$ cat src/rtl/wb_select_pipe_if.sv
// Write-back stage bus: upstream op offer/handshake, source words,
// memory acknowledge, flush, and the registered write/forwarding port.
interface wb_select_pipe_if #(
    parameter int DATA_W  = 16,
    parameter int NUM_SRC = 4,
    parameter int SEL_W   = 3,
    parameter int REG_AW  = 4
) ();
    logic                      in_valid;
    logic                      in_ready;
    logic [SEL_W-1:0]          in_sel;
    logic [REG_AW-1:0]         in_rd;
    logic                      in_we;
    logic [NUM_SRC*DATA_W-1:0] src_data;
    logic                      mem_ack;
    logic                      flush;
    logic                      wb_valid;
    logic                      wb_we;
    logic [REG_AW-1:0]         wb_rd;
    logic [DATA_W-1:0]         wb_data;
    logic [DATA_W-1:0]         fwd_data;
    logic                      sel_err;

    // Upstream / pipeline side that offers ops and consumes the write port
    modport master (
        output in_valid, in_sel, in_rd, in_we, src_data, mem_ack, flush,
        input  in_ready, wb_valid, wb_we, wb_rd, wb_data, fwd_data, sel_err
    );

    // The write-back selector itself
    modport slave (
        input  in_valid, in_sel, in_rd, in_we, src_data, mem_ack, flush,
        output in_ready, wb_valid, wb_we, wb_rd, wb_data, fwd_data, sel_err
    );
endinterface

$ cat src/rtl/wb_select_pipe.sv
// Registered write-back source selector. Picks one of NUM_SRC words by
// select code, commits it one cycle later with dest/we, and stalls upstream
// while a memory-sourced op waits for mem_ack.
module wb_select_pipe #(
    parameter int DATA_W  = 16,
    parameter int NUM_SRC = 4,
    parameter int SEL_W   = 3,
    parameter int REG_AW  = 4,
    parameter int MEM_SRC = 1
) (
    input  logic              clk,
    input  logic              rst,
    wb_select_pipe_if.slave   bus
);
    typedef enum logic {
        ST_IDLE,
        ST_WAIT_MEM
    } state_t;

    state_t              state_q, state_d;
    logic                wb_valid_q, wb_valid_d;
    logic                wb_we_q, wb_we_d;
    logic [REG_AW-1:0]   wb_rd_q, wb_rd_d;
    logic [DATA_W-1:0]   wb_data_q, wb_data_d;
    logic [DATA_W-1:0]   fwd_data_q, fwd_data_d;
    logic                sel_err_q, sel_err_d;
    logic [REG_AW-1:0]   pend_rd_q, pend_rd_d;
    logic                pend_we_q, pend_we_d;

    logic [DATA_W-1:0]   src_words [NUM_SRC];
    logic [DATA_W-1:0]   sel_word;
    logic                sel_nop;
    logic                sel_legal;
    logic                sel_illegal;
    logic                sel_mem;
    logic                xfer;

    // Unpack the flat source bus into one word per source
    for (genvar gi = 0; gi < NUM_SRC; gi++) begin : g_src
        assign src_words[gi] = bus.src_data[gi*DATA_W +: DATA_W];
    end

    // Decode the select code and mux out the chosen word
    always_comb begin
        sel_word    = '0;
        sel_nop     = &bus.in_sel;
        sel_legal   = ({{(32-SEL_W){1'b0}}, bus.in_sel} < 32'(NUM_SRC));
        sel_illegal = !sel_legal && !sel_nop;
        sel_mem     = (bus.in_sel == SEL_W'(MEM_SRC));
        for (int i = 0; i < NUM_SRC; i++) begin
            if (bus.in_sel == SEL_W'(i)) begin
                sel_word = src_words[i];
            end
        end
    end

    // Accept only while idle; a pending memory op blocks upstream
    always_comb begin
        bus.in_ready = (state_q == ST_IDLE);
        xfer         = bus.in_valid && (state_q == ST_IDLE);
    end

    // Next-state and commit logic; wb_valid/wb_we default to a single pulse
    always_comb begin
        state_d    = state_q;
        wb_valid_d = 1'b0;
        wb_we_d    = 1'b0;
        wb_rd_d    = wb_rd_q;
        wb_data_d  = wb_data_q;
        fwd_data_d = fwd_data_q;
        sel_err_d  = sel_err_q;
        pend_rd_d  = pend_rd_q;
        pend_we_d  = pend_we_q;
        case (state_q)
            ST_IDLE: begin
                if (xfer) begin
                    if (sel_illegal) begin
                        sel_err_d = 1'b1;
                    end
                    if (!bus.flush) begin
                        if (!sel_legal) begin
                            // NOP or illegal code: commit a non-writing op, data held
                            wb_valid_d = 1'b1;
                            wb_rd_d    = bus.in_rd;
                        end else if (sel_mem && !bus.mem_ack) begin
                            state_d   = ST_WAIT_MEM;
                            pend_rd_d = bus.in_rd;
                            pend_we_d = bus.in_we;
                        end else begin
                            wb_valid_d = 1'b1;
                            wb_we_d    = bus.in_we;
                            wb_rd_d    = bus.in_rd;
                            wb_data_d  = sel_word;
                            if (bus.in_we) begin
                                fwd_data_d = sel_word;
                            end
                        end
                    end
                end
            end
            ST_WAIT_MEM: begin
                if (bus.flush) begin
                    state_d = ST_IDLE;
                end else if (bus.mem_ack) begin
                    state_d    = ST_IDLE;
                    wb_valid_d = 1'b1;
                    wb_we_d    = pend_we_q;
                    wb_rd_d    = pend_rd_q;
                    wb_data_d  = src_words[MEM_SRC];
                    if (pend_we_q) begin
                        fwd_data_d = src_words[MEM_SRC];
                    end
                end
            end
            default: begin
                state_d = ST_IDLE;
            end
        endcase
    end

    // State and output registers with asynchronous reset
    always_ff @(posedge clk or posedge rst) begin
        if (rst) begin
            state_q    <= ST_IDLE;
            wb_valid_q <= 1'b0;
            wb_we_q    <= 1'b0;
            wb_rd_q    <= '0;
            wb_data_q  <= '0;
            fwd_data_q <= '0;
            sel_err_q  <= 1'b0;
            pend_rd_q  <= '0;
            pend_we_q  <= 1'b0;
        end else begin
            state_q    <= state_d;
            wb_valid_q <= wb_valid_d;
            wb_we_q    <= wb_we_d;
            wb_rd_q    <= wb_rd_d;
            wb_data_q  <= wb_data_d;
            fwd_data_q <= fwd_data_d;
            sel_err_q  <= sel_err_d;
            pend_rd_q  <= pend_rd_d;
            pend_we_q  <= pend_we_d;
        end
    end

    // Drive the write port from the registers
    always_comb begin
        bus.wb_valid = wb_valid_q;
        bus.wb_we    = wb_we_q;
        bus.wb_rd    = wb_rd_q;
        bus.wb_data  = wb_data_q;
        bus.fwd_data = fwd_data_q;
        bus.sel_err  = sel_err_q;
    end
endmodule

$ cat src/flat_wrapper.sv
// flat-port wrapper written by rule: the top's interface ports become plain ports
module wb_select_pipe_flat 
#(
    parameter int DATA_W  = 16,
    parameter int NUM_SRC = 4,
    parameter int SEL_W   = 3,
    parameter int REG_AW  = 4,
    parameter int MEM_SRC = 1
)
  (clk, rst, bus_in_valid, bus_in_sel, bus_in_rd, bus_in_we, bus_src_data, bus_mem_ack, bus_flush, bus_in_ready, bus_wb_valid, bus_wb_we, bus_wb_rd, bus_wb_data, bus_fwd_data, bus_sel_err);
  wb_select_pipe_if #(.DATA_W(DATA_W), .NUM_SRC(NUM_SRC), .SEL_W(SEL_W), .REG_AW(REG_AW)) bus_i ();
  input  logic clk;
  input  logic rst;
  input wire logic [$bits(bus_i.in_valid)-1:0] bus_in_valid;
  input wire logic [$bits(bus_i.in_sel)-1:0] bus_in_sel;
  input wire logic [$bits(bus_i.in_rd)-1:0] bus_in_rd;
  input wire logic [$bits(bus_i.in_we)-1:0] bus_in_we;
  input wire logic [$bits(bus_i.src_data)-1:0] bus_src_data;
  input wire logic [$bits(bus_i.mem_ack)-1:0] bus_mem_ack;
  input wire logic [$bits(bus_i.flush)-1:0] bus_flush;
  output wire logic [$bits(bus_i.in_ready)-1:0] bus_in_ready;
  output wire logic [$bits(bus_i.wb_valid)-1:0] bus_wb_valid;
  output wire logic [$bits(bus_i.wb_we)-1:0] bus_wb_we;
  output wire logic [$bits(bus_i.wb_rd)-1:0] bus_wb_rd;
  output wire logic [$bits(bus_i.wb_data)-1:0] bus_wb_data;
  output wire logic [$bits(bus_i.fwd_data)-1:0] bus_fwd_data;
  output wire logic [$bits(bus_i.sel_err)-1:0] bus_sel_err;
  assign bus_i.in_valid = bus_in_valid;
  assign bus_i.in_sel = bus_in_sel;
  assign bus_i.in_rd = bus_in_rd;
  assign bus_i.in_we = bus_in_we;
  assign bus_i.src_data = bus_src_data;
  assign bus_i.mem_ack = bus_mem_ack;
  assign bus_i.flush = bus_flush;
  assign bus_in_ready = bus_i.in_ready;
  assign bus_wb_valid = bus_i.wb_valid;
  assign bus_wb_we = bus_i.wb_we;
  assign bus_wb_rd = bus_i.wb_rd;
  assign bus_wb_data = bus_i.wb_data;
  assign bus_fwd_data = bus_i.fwd_data;
  assign bus_sel_err = bus_i.sel_err;
  wb_select_pipe #(.DATA_W(DATA_W), .NUM_SRC(NUM_SRC), .SEL_W(SEL_W), .REG_AW(REG_AW), .MEM_SRC(MEM_SRC)) u_core (.clk(clk), .rst(rst), .bus(bus_i));
endmodule
$ cat config.mk
export PLATFORM = sky130hd
export DESIGN_NAME = wb_select_pipe_flat
export DESIGN_NICKNAME = d
export VERILOG_FILES = /design/src/rtl/wb_select_pipe_if.sv /design/src/rtl/wb_select_pipe.sv /design/src/flat_wrapper.sv
export SDC_FILE = /design/constraint.sdc
export NUM_CORES = 1
export LEC_CHECK = 0
export CAP_MARGIN = 20
export CORE_ASPECT_RATIO = 2
export CORE_MARGIN = 2
export CORE_UTILIZATION = 44
export CTS_CLUSTER_SIZE = 30
export DETAILED_ROUTE_END_ITERATION = 16
export GPL_ROUTABILITY_DRIVEN = 0
export PLACE_DENSITY_LB_ADDON = 0.12
export SYNTH_ARGS = -nofsm -noshare
export SYNTH_HDL_FRONTEND = slang
export SYNTH_SLANG_ARGS = --single-unit
$ cat constraint.sdc
create_clock -name clk -period 2.6 [get_ports clk]
set_clock_uncertainty 0.15 [all_clocks]
set_input_delay 0.39 -clock clk [delete_from_list [all_inputs] [get_ports clk]]
set_output_delay 0.39 -clock clk [all_outputs]
set_load 0.01 [all_outputs]
==> run summary <==
Total GRT Usage = 22.4%
Clk_lat worst skew = 0.29 ns
Routed Antenna Nets = 0
Worst hold slack = 0.330 ns
Yosys warns = 0
Most frequent cells in the layout = clkdlybuf4s50_1, dfrtp_1, mux2_2, inv_1, a21oi_1
Post-place instance area = 3650 µm²
Largest net degree at the start of global routing = 46
Worst EP required = 2.63 ns
DRT Pass-1 Iters = 4
Setup WS pre-CTS = 0.0851 ns
Initial antenna violation count = 0
HP Start = u_core.bus.sel_err
First-pass GRT wire length = 10.6 mm
Status = completed
Fmax = 0.453 GHz
Syn Area/Cell = 11.5 µm²
Flop2flop setup slack = 0.71 ns
Final WL = 6.66 mm
Leak Pwr = 1.70 nW
Cell count after synthesis = 211
Period utilization = 85.0%
Synth top area cells = dfrtp_1, mux2_2, o221a_2, mux2i_1, a21oi_1
Launch point of the worst path = bus_in_sel[0]
Setup crit end kind = register
Type of the worst setup path = input pin to register
Routed wire length per instance = 17.0 µm
Core Area = 5370 µm²
Seq cells post-synth = 45
Total design power = 0.00219 W
Startpoint Class = input pin
VDD IR max = 0.489 mV
Die X = 56.5 µm
Vias/cell = 5.39
P per Cell Area = 580 nW/µm²
Fill count = 419
CTS tree = built
Worst Max-Slew Pin Slew = 0.911 ns
CTS Hold Bufs = 0
Critical Path AT = 2.23 ns
Layout cells sized above 1 = 24.9%
TritonCTS Buffers = 5
Vias in the first global route = 2298
CTS root buffer = clkbuf_8
Final setup vio count = 0
1st-iter DRT viols = 50
Drt drc = 0
Most common cell after layout, fill and taps aside = clkdlybuf4s50_1
Critical Path Fanout Max = 9
Post-cts sizing count = 0
Sequential area share after synthesis = 46.5%
Setup crit end = u_core.bus.wb_data[12]
FP Rows = 38
Final min period = 2.21 ns
Nets = 409
Num Clock Sinks = 45
Syn Nets = 288
Setup bufs post-CTS = 0
Setup repair after global routing missed its margin = no
Max-cap violations = 0
Total Neg Setup Slack = 0 ns
Worst min path class = register to register
Register-to-Register Path Depth = 4
Clock slew at reported path FFs = 0.08 ns
Post-route cell area = 3770 µm²
Chip height = 109 µm
Reg2reg end = u_core.bus.wb_rd[1]
Max clock buf depth = 2
Synth Cell Area = 2420 µm²
Hold Fails Final Rpt = 0
Top cell type by total area after synthesis = dfrtp_1
Min setup slack post-route = 0.391 ns
Buffers on Ports = 116
Count of cell types in the netlist = 22
P&R area growth vs syn = 55.6%
Initial core utilization = 45.1%
Relative slew slack = 39.2%
DIE AREA = 6150 µm²
Critical R2R Launch = u_core.state_q
Slew Viols, Final = 0
Vias = 2117
CTS H-tree depth = 2
Total gr overflow = 0
Ant. Diodes = 0
Ports = 117
Area share of the largest cell type after synthesis = 46.5%
Detailed placement HPWL = 5.04 mm
cell usage after synthesis, drive strengths merged:
master / instances
and2: 1
nand3: 2
nor3b: 1
clkbuf: 3
nor2b: 1
nand2b: 2
mux2i: 16
o221a: 16
nor3: 2
or3b: 1
inv: 21
mux2: 44
o311ai: 1
o21ai: 2
nor2: 3
o21bai: 1
dfrtp: 45
buf: 11
nand2: 18
a21oi: 20
registers in the layout, summed over array words and instances, names as in the netlist:
signal               count
u_core.bus.fwd_data     16
u_core.bus.wb_valid      1
u_core.pend_we_q         1
u_core.state_q           1
u_core.pend_rd_q         4
u_core.bus.wb_rd         4
u_core.bus.sel_err       1
u_core.bus.wb_we         1
u_core.bus.wb_data      16
cells by family after synthesis:
family | Yosys count | synth area share (%)
muxes | 60 | 27.1
DFF | 45 | 46.5
AOI/OAI and AO/OA | 40 | 13.4
buffers and inverters | 35 | 7.18
and+or+nand+nor | 31 | 5.94
layout make-up:
class | instances | area, µm² | share of cell area (%)
clock buffers | 7 | 86.3 | 2.29
repair buffers | 128 | 1250 | 33.2
flip-flops and latches | 45 | 1130 | 29.9
well taps | 60 | 75.1 | 1.99
inverters | 21 | 78.8 | 2.09
multi-input cells | 131 | 1120 | 29.8
clock inverters | 1 | 30.0 | 0.796
critical path, cell delays in order:
cell and delay [ns]:
clkdlybuf4s50_1 0.53, or3b_4 0.42, a21oi_1 0.21, nand2b_1 0.15, buf_4 0.18, mux2_2 0.35
through the flow:
step | cells | utilization [%]
global placement | 385 | 68.0
global route | 393 | 70.2
detailed placement | 385 | 68.0
floorplan | 211 | -
finish | 393 | 70.2
CTS | 393 | 70.2
per-layer routing:
layer / wire length, µm / GRT usage [%] / up-vias
li1: - / - / 989
met1: 2470 / 23.3 / 1008
met2: 3570 / 42.9 / 108
met3: 479 / 4.03 / 12
met4: 143 / 9.01 / 0
met5: 0 / 0 / -
power by group:
group	switching (W)	internal, W	leakage [nW]
registers	0.0000789	0.000839	0.570
logic	0.000254	0.000470	1.07
clock network	0.000230	0.000313	0.0585
total	0.000563	0.00162	1.70
how the worst min path moves through the flow:
stage / end / slack (ns) / depth (start not counted)
after detailed placement: u_core.bus.sel_err / 0.32 / 1
after global routing: u_core.bus.sel_err / 0.36 / 1
after floorplan: u_core.pend_we_q / 0.30 / 2
after CTS: u_core.bus.sel_err / 0.34 / 1
final: u_core.bus.sel_err / 0.33 / 1
after global placement: u_core.bus.sel_err / 0.31 / 1
No activity file was read; power rests on OpenSTA's default activity.
